## src/rtl/step_planner.sv

```systemverilog
`timescale 1ns/1ps
// step_planner: walks a tracked (cur_x, cur_y) onto a latched 16x16 target with bounded x-then-y step commands.
// Latency: first command the cycle after start; one bubble per axis change, one more before the done pulse.
// Backpressure: while cmd_valid && !cmd_ready every cmd_* field and cur_* hold; a transfer updates cur_* by +/-cmd_step.
// Ports: clk, rst_n (async, active-low); start/tgt_x/tgt_y request a move (sampled in IDLE only);
//        cmd_valid/cmd_ready/cmd_axis/cmd_step/cmd_op carry step commands; cur_x/cur_y, busy, done report progress.
// Option: define STEP_PLANNER_ABORT_EN to add input abort, which cancels a move in X_MOVE/Y_MOVE without a done pulse.
module step_planner #(
  parameter int MAX_STEP = 3,
  parameter int START_X  = 0,
  parameter int START_Y  = 0
) (
  input  logic       clk,
  input  logic       rst_n,
  input  logic       start,
  input  logic [3:0] tgt_x,
  input  logic [3:0] tgt_y,
`ifdef STEP_PLANNER_ABORT_EN
  input  logic       abort,
`endif
  output logic       cmd_valid,
  input  logic       cmd_ready,
  output logic       cmd_axis,
  output logic [1:0] cmd_step,
  output logic       cmd_op,
  output logic [3:0] cur_x,
  output logic [3:0] cur_y,
  output logic       busy,
  output logic       done
);

  typedef enum logic [1:0] {IDLE, X_MOVE, Y_MOVE, DONE} state_t;

  typedef struct packed {
    logic       vld;
    logic       op;
    logic [1:0] step;
  } plan_t;

  // Next command for one axis: direction from the sign of the 5-bit
  // difference, magnitude clipped to MAX_STEP. Because the step never
  // exceeds the remaining distance, cur_* can never wrap.
  function automatic plan_t plan_step(input logic [3:0] cur, input logic [3:0] tgt);
    logic signed [4:0] diff;
    logic signed [4:0] mag;
    plan_t             p;
    diff   = $signed({1'b0, tgt}) - $signed({1'b0, cur});
    mag    = diff[4] ? -diff : diff;
    p.vld  = (diff != 5'sd0);
    p.op   = diff[4];
    p.step = (mag > 5'(MAX_STEP)) ? 2'(MAX_STEP) : mag[1:0];
    return p;
  endfunction

  function automatic logic [3:0] apply_step(input logic [3:0] cur, input logic op,
                                            input logic [1:0] step);
    return op ? (cur - {2'b00, step}) : (cur + {2'b00, step});
  endfunction

  state_t     state_q, state_d;
  logic [3:0] tgt_x_q, tgt_x_d, tgt_y_q, tgt_y_d;
  logic [3:0] cur_x_q, cur_x_d, cur_y_q, cur_y_d;
  logic       cmd_valid_q, cmd_valid_d;
  logic       cmd_axis_q, cmd_axis_d;
  logic [1:0] cmd_step_q, cmd_step_d;
  logic       cmd_op_q, cmd_op_d;
  logic       busy_q, busy_d;
  logic       done_q, done_d;

  logic       hs;
  logic       load;
  plan_t      p;

  always_comb begin
    state_d     = state_q;
    tgt_x_d     = tgt_x_q;
    tgt_y_d     = tgt_y_q;
    cur_x_d     = cur_x_q;
    cur_y_d     = cur_y_q;
    cmd_valid_d = cmd_valid_q;
    cmd_axis_d  = cmd_axis_q;
    cmd_step_d  = cmd_step_q;
    cmd_op_d    = cmd_op_q;
    done_d      = 1'b0;
    load        = 1'b0;
    p           = '0;
    hs          = cmd_valid_q && cmd_ready;

    // The accepted command moves the tracked position at this edge; the
    // next command below is planned from that post-update position.
    if (hs) begin
      if (cmd_axis_q) cur_y_d = apply_step(cur_y_q, cmd_op_q, cmd_step_q);
      else            cur_x_d = apply_step(cur_x_q, cmd_op_q, cmd_step_q);
    end

    case (state_q)
      IDLE: begin
        if (start) begin
          tgt_x_d    = tgt_x;
          tgt_y_d    = tgt_y;
          state_d    = X_MOVE;
          p          = plan_step(cur_x_q, tgt_x);
          cmd_axis_d = 1'b0;
          load       = 1'b1;
        end
      end
      X_MOVE: begin
        // cmd_valid low here means x already sits on target (bubble cycle).
        if (!cmd_valid_q) begin
          state_d    = Y_MOVE;
          p          = plan_step(cur_y_q, tgt_y_q);
          cmd_axis_d = 1'b1;
          load       = 1'b1;
        end else if (hs) begin
          p    = plan_step(cur_x_d, tgt_x_q);
          load = 1'b1;
        end
      end
      Y_MOVE: begin
        if (!cmd_valid_q) begin
          state_d = DONE;
          done_d  = 1'b1;
        end else if (hs) begin
          p    = plan_step(cur_y_d, tgt_y_q);
          load = 1'b1;
        end
      end
      DONE:    state_d = IDLE;
      default: state_d = IDLE;
    endcase

    if (load) begin
      cmd_valid_d = p.vld;
      cmd_op_d    = p.op;
      cmd_step_d  = p.step;
    end

`ifdef STEP_PLANNER_ABORT_EN
    // A transfer on the abort edge still lands (cur_* already updated above).
    if (abort && (state_q == X_MOVE || state_q == Y_MOVE)) begin
      state_d     = IDLE;
      cmd_valid_d = 1'b0;
      done_d      = 1'b0;
    end
`endif

    busy_d = (state_d != IDLE);
  end

  always_ff @(posedge clk or negedge rst_n) begin
    if (!rst_n) begin
      state_q     <= IDLE;
      tgt_x_q     <= 4'(START_X);
      tgt_y_q     <= 4'(START_Y);
      cur_x_q     <= 4'(START_X);
      cur_y_q     <= 4'(START_Y);
      cmd_valid_q <= 1'b0;
      cmd_axis_q  <= 1'b0;
      cmd_step_q  <= 2'd0;
      cmd_op_q    <= 1'b0;
      busy_q      <= 1'b0;
      done_q      <= 1'b0;
    end else begin
      state_q     <= state_d;
      tgt_x_q     <= tgt_x_d;
      tgt_y_q     <= tgt_y_d;
      cur_x_q     <= cur_x_d;
      cur_y_q     <= cur_y_d;
      cmd_valid_q <= cmd_valid_d;
      cmd_axis_q  <= cmd_axis_d;
      cmd_step_q  <= cmd_step_d;
      cmd_op_q    <= cmd_op_d;
      busy_q      <= busy_d;
      done_q      <= done_d;
    end
  end

  assign cmd_valid = cmd_valid_q;
  assign cmd_axis  = cmd_axis_q;
  assign cmd_step  = cmd_step_q;
  assign cmd_op    = cmd_op_q;
  assign cur_x     = cur_x_q;
  assign cur_y     = cur_y_q;
  assign busy      = busy_q;
  assign done      = done_q;

endmodule

```

## config.mk

```make
export PLATFORM = sky130hd
export DESIGN_NAME = step_planner
export DESIGN_NICKNAME = d
export VERILOG_FILES = /design/src/rtl/step_planner.sv
export SDC_FILE = /design/constraint.sdc
export NUM_CORES = 1
export LEC_CHECK = 0
export CORE_MARGIN = 4
export CORE_UTILIZATION = 60
export DETAILED_ROUTE_END_ITERATION = 12
export HOLD_SLACK_MARGIN = 0.12
export PLACE_DENSITY = 0.85
export SYNTH_ARGS = -nofsm -noshare
export SYNTH_HDL_FRONTEND = slang
export SYNTH_SLANG_ARGS = --single-unit
```

## constraint.sdc

```tcl
create_clock -name clk -period 5.7 [get_ports clk]
set_input_delay 1.14 -clock clk [delete_from_list [all_inputs] [get_ports clk]]
set_output_delay 1.14 -clock clk [all_outputs]
set_load 0.01 [all_outputs]
```

==> reports/qor.txt <==
Die Area: 0.00477 mm^2
Largest net degree at the start of global routing: 26
Synthesis-stage register bit count: 25
HPWL Detailed: 4230 um
Crit path kind: reg -> reg
FMAX: 237 MHz
RSZ-0062 raised after global routing: no
Largest fanout on the critical path: 6
Startpoint types: register
Core area: 0.00347 mm^2
Arr. time, crit path: 4.41 ns
Worst Tran Pin Value: 0.718 ns
# rows: 21
R2r startpoint: cmd_step[0]
Effective utilization at floorplan: 64.5%
Status: complete, no violations
EDFF count, synth: 0
Hold Buf Count CTS: 0
Seq/Total Area, Yosys: 28.0%
Min setup slack post-route: 1.48 ns
Most frequent cells in the layout: inv_1 (35), nand2_1 (30), ha_1 (27)
Drt total wl: 5240 um
Adder-cell share of the synthesized area: 19.6%
Max Slew Vio Count: 0
Final Non-Filler Cells: 326
IO Pins: 27
Syn Nets: 296
Syn Inst Count: 253
Post-synth top area share: 28.0%
Number of global-route vias before repair: 1949
Final Hold Viols: 0
Largest family of logic cells by synthesized area: compound AO/OA/AOI/OAI gates
Global-route wire length before repair: 9200 um
HP Class: reg -> reg
# port buffers: 26
CTS resizes: 0
Layout cell share with drive strength beyond 1: 5.36%
Yosys cell types: 50
Slew margin rel.: 51.6%
Async S/R FF share, synth: 100%
Initial DRC Count: 107
CTS root buffer: clkbuf_8
Multiplexer share of the synthesized area: 4.70%
Layout Area Growth over Synthesis: 16.1%
Routed WL per cell: 16.1 um
Synth Area per Inst: 8.84 um^2
Pre-CTS setup slack: 1.40 ns
Crit. End Element: register
Final Skew: 0.00331 ns
Post-synth top area cell: dfrtp_1
Total grt overflow: 0
Post-placement cell count: 322
DR vias: 1925
Final Setup Violations: 0
Origin of the worst setup path: cmd_step[0]
Crit path required time: 5.89 ns
Fin Setup TNS: 0 ns
Netlist Area Pre-Place: 0.00224 mm^2
Vias per inst: 5.90
Min cycle time layout: 4.22 ns
Yosys warning count: 0
Die H: 69.0 um
DRT antenna net count: 0
Top area cells in the synthesized netlist: dfrtp_1 (28%), ha_1 (15%), inv_1 (5.9%)
Reg clk slew, reported paths: 0.08 ns
Most used DFF post-synth: dfrtp_1
Setup bufs post-CTS: 0
H-Tree Depth: 1
Ant. Diodes: 0
1st-pass router iterations: 4
Hold Path Origin: tgt_x_q[3]
Bufs on Longest Clock Path: 2
Max-cap violations: 0
Period utilization: 74.1%
DRC: 0
Clk_lat worst skew: 0.26 ns
Most common cell after layout, fill and taps aside: inv_1
Nets@finish: 324
Antenna violations before repair: 0
Complex-gate fraction of the synthesized area: 19.9%
Total GRT Usage: 23.1%
Final Wtd Congestion: 0.909
Die W: 69.0 um
Simple-gate area share of the yosys netlist: 14.4%
Post-synthesis xor/xnor area fraction: 6.66%
CTS tree: yes
Num CTS Buffers: 3
CTS sink count: 25
## final timing paths
kind,end,slack (ns),depth (start not counted)
setup / recovery,cmd_step[0],1.48,16
setup reg to reg,cmd_step[0],1.48,16
max in group asynchronous,tgt_y_q[1],4.21,2
hold reg to reg,tgt_x_q[3],0.50,2
hold / removal,tgt_x_q[3],0.50,2
min in group asynchronous,tgt_x_q[0],1.23,2
## logic make-up after synthesis
logic type,after synthesis
AOI/OAI and AO/OA,65
xor gates and xnor gates,17
adders and majority gates,33
buffers and inverters,40
DFF,25
muxes,10
and+or+nand+nor,63
## metal layers
layer  track usage [%]  share of wire [%]
met1              33.9                 47
met2              36.2                 46
met3              2.91                5.6
met4              5.21               0.95
met5                 0                  0
## area by class of cell
type | instances | area, um^2
Clock buffer | 4 | 45.0
Timing Repair Buffer | 28 | 275
Multi-Input combinational cell | 188 | 1460
Tap cell | 46 | 57.6
Fill cell | 275 | 873
Sequential cell | 25 | 626
Inverter | 35 | 131
## cell usage after synthesis, types with 2 or more instances
cell type and count:
nand2_1 30, inv_1 35, nand3_1 2, o21a_1 2, and3_1 2, nor2_1 7
o21ai_0 16, dfrtp_1 25, and4_1 2, ha_1 27, xor2_1 3, a21o_2 2
a21o_1 7, a221o_1 2, o31a_1 2, and3b_1 2, a21oi_1 13, mux2_2 4
a21boi_0 2, nor3_1 2, a31oi_1 2, nand3b_1 4, xnor2_1 14, mux2i_1 6
or3_1 3, o211ai_1 3, fa_1 4, nor2b_1 3, clkbuf_1 4, a211o_1 2
maj3_1 2
## flip-flops by register name, summed over array words and instances, names as in the netlist
| signal | cells |
|---|---|
| busy | 1 |
| cmd_axis | 1 |
| cmd_op | 1 |
| cmd_step | 2 |
| cmd_valid | 1 |
| cur_x | 4 |
| cur_y | 4 |
| done | 1 |
| state_q | 2 |
| tgt_x_q | 4 |
| tgt_y_q | 4 |
## critical path: stages (launching register included)
cell     delay, ns
dfrtp_1       0.46
inv_1         0.07
ha_1          0.29
mux2i_1       0.48
xnor2_1       0.13
ha_1          0.21
a21oi_1       0.15
xnor2_1       0.18
mux2_2        0.21
inv_1         0.04
ha_1          0.32
and3b_1       0.21
or3_1         0.40
and4_1        0.20
a211o_1       0.29
a221o_1       0.32
a41oi_2       0.19
## stage by stage
step	hold slack (ns)	cell area (um^2)	utilization, %
6_report	0.497	2590	74.8
5_1_grt	0.514	2590	74.8
4_1_cts	0.499	2590	74.8
3_5_place_dp	0.479	2550	73.5
3_3_place_gp	0.469	2550	73.5
2_1_floorplan	0.452	2240	-
Power is left out: the tool's default activity adds up to more than one toggle a clock period on the data nets, which glitch-free logic cannot reach.
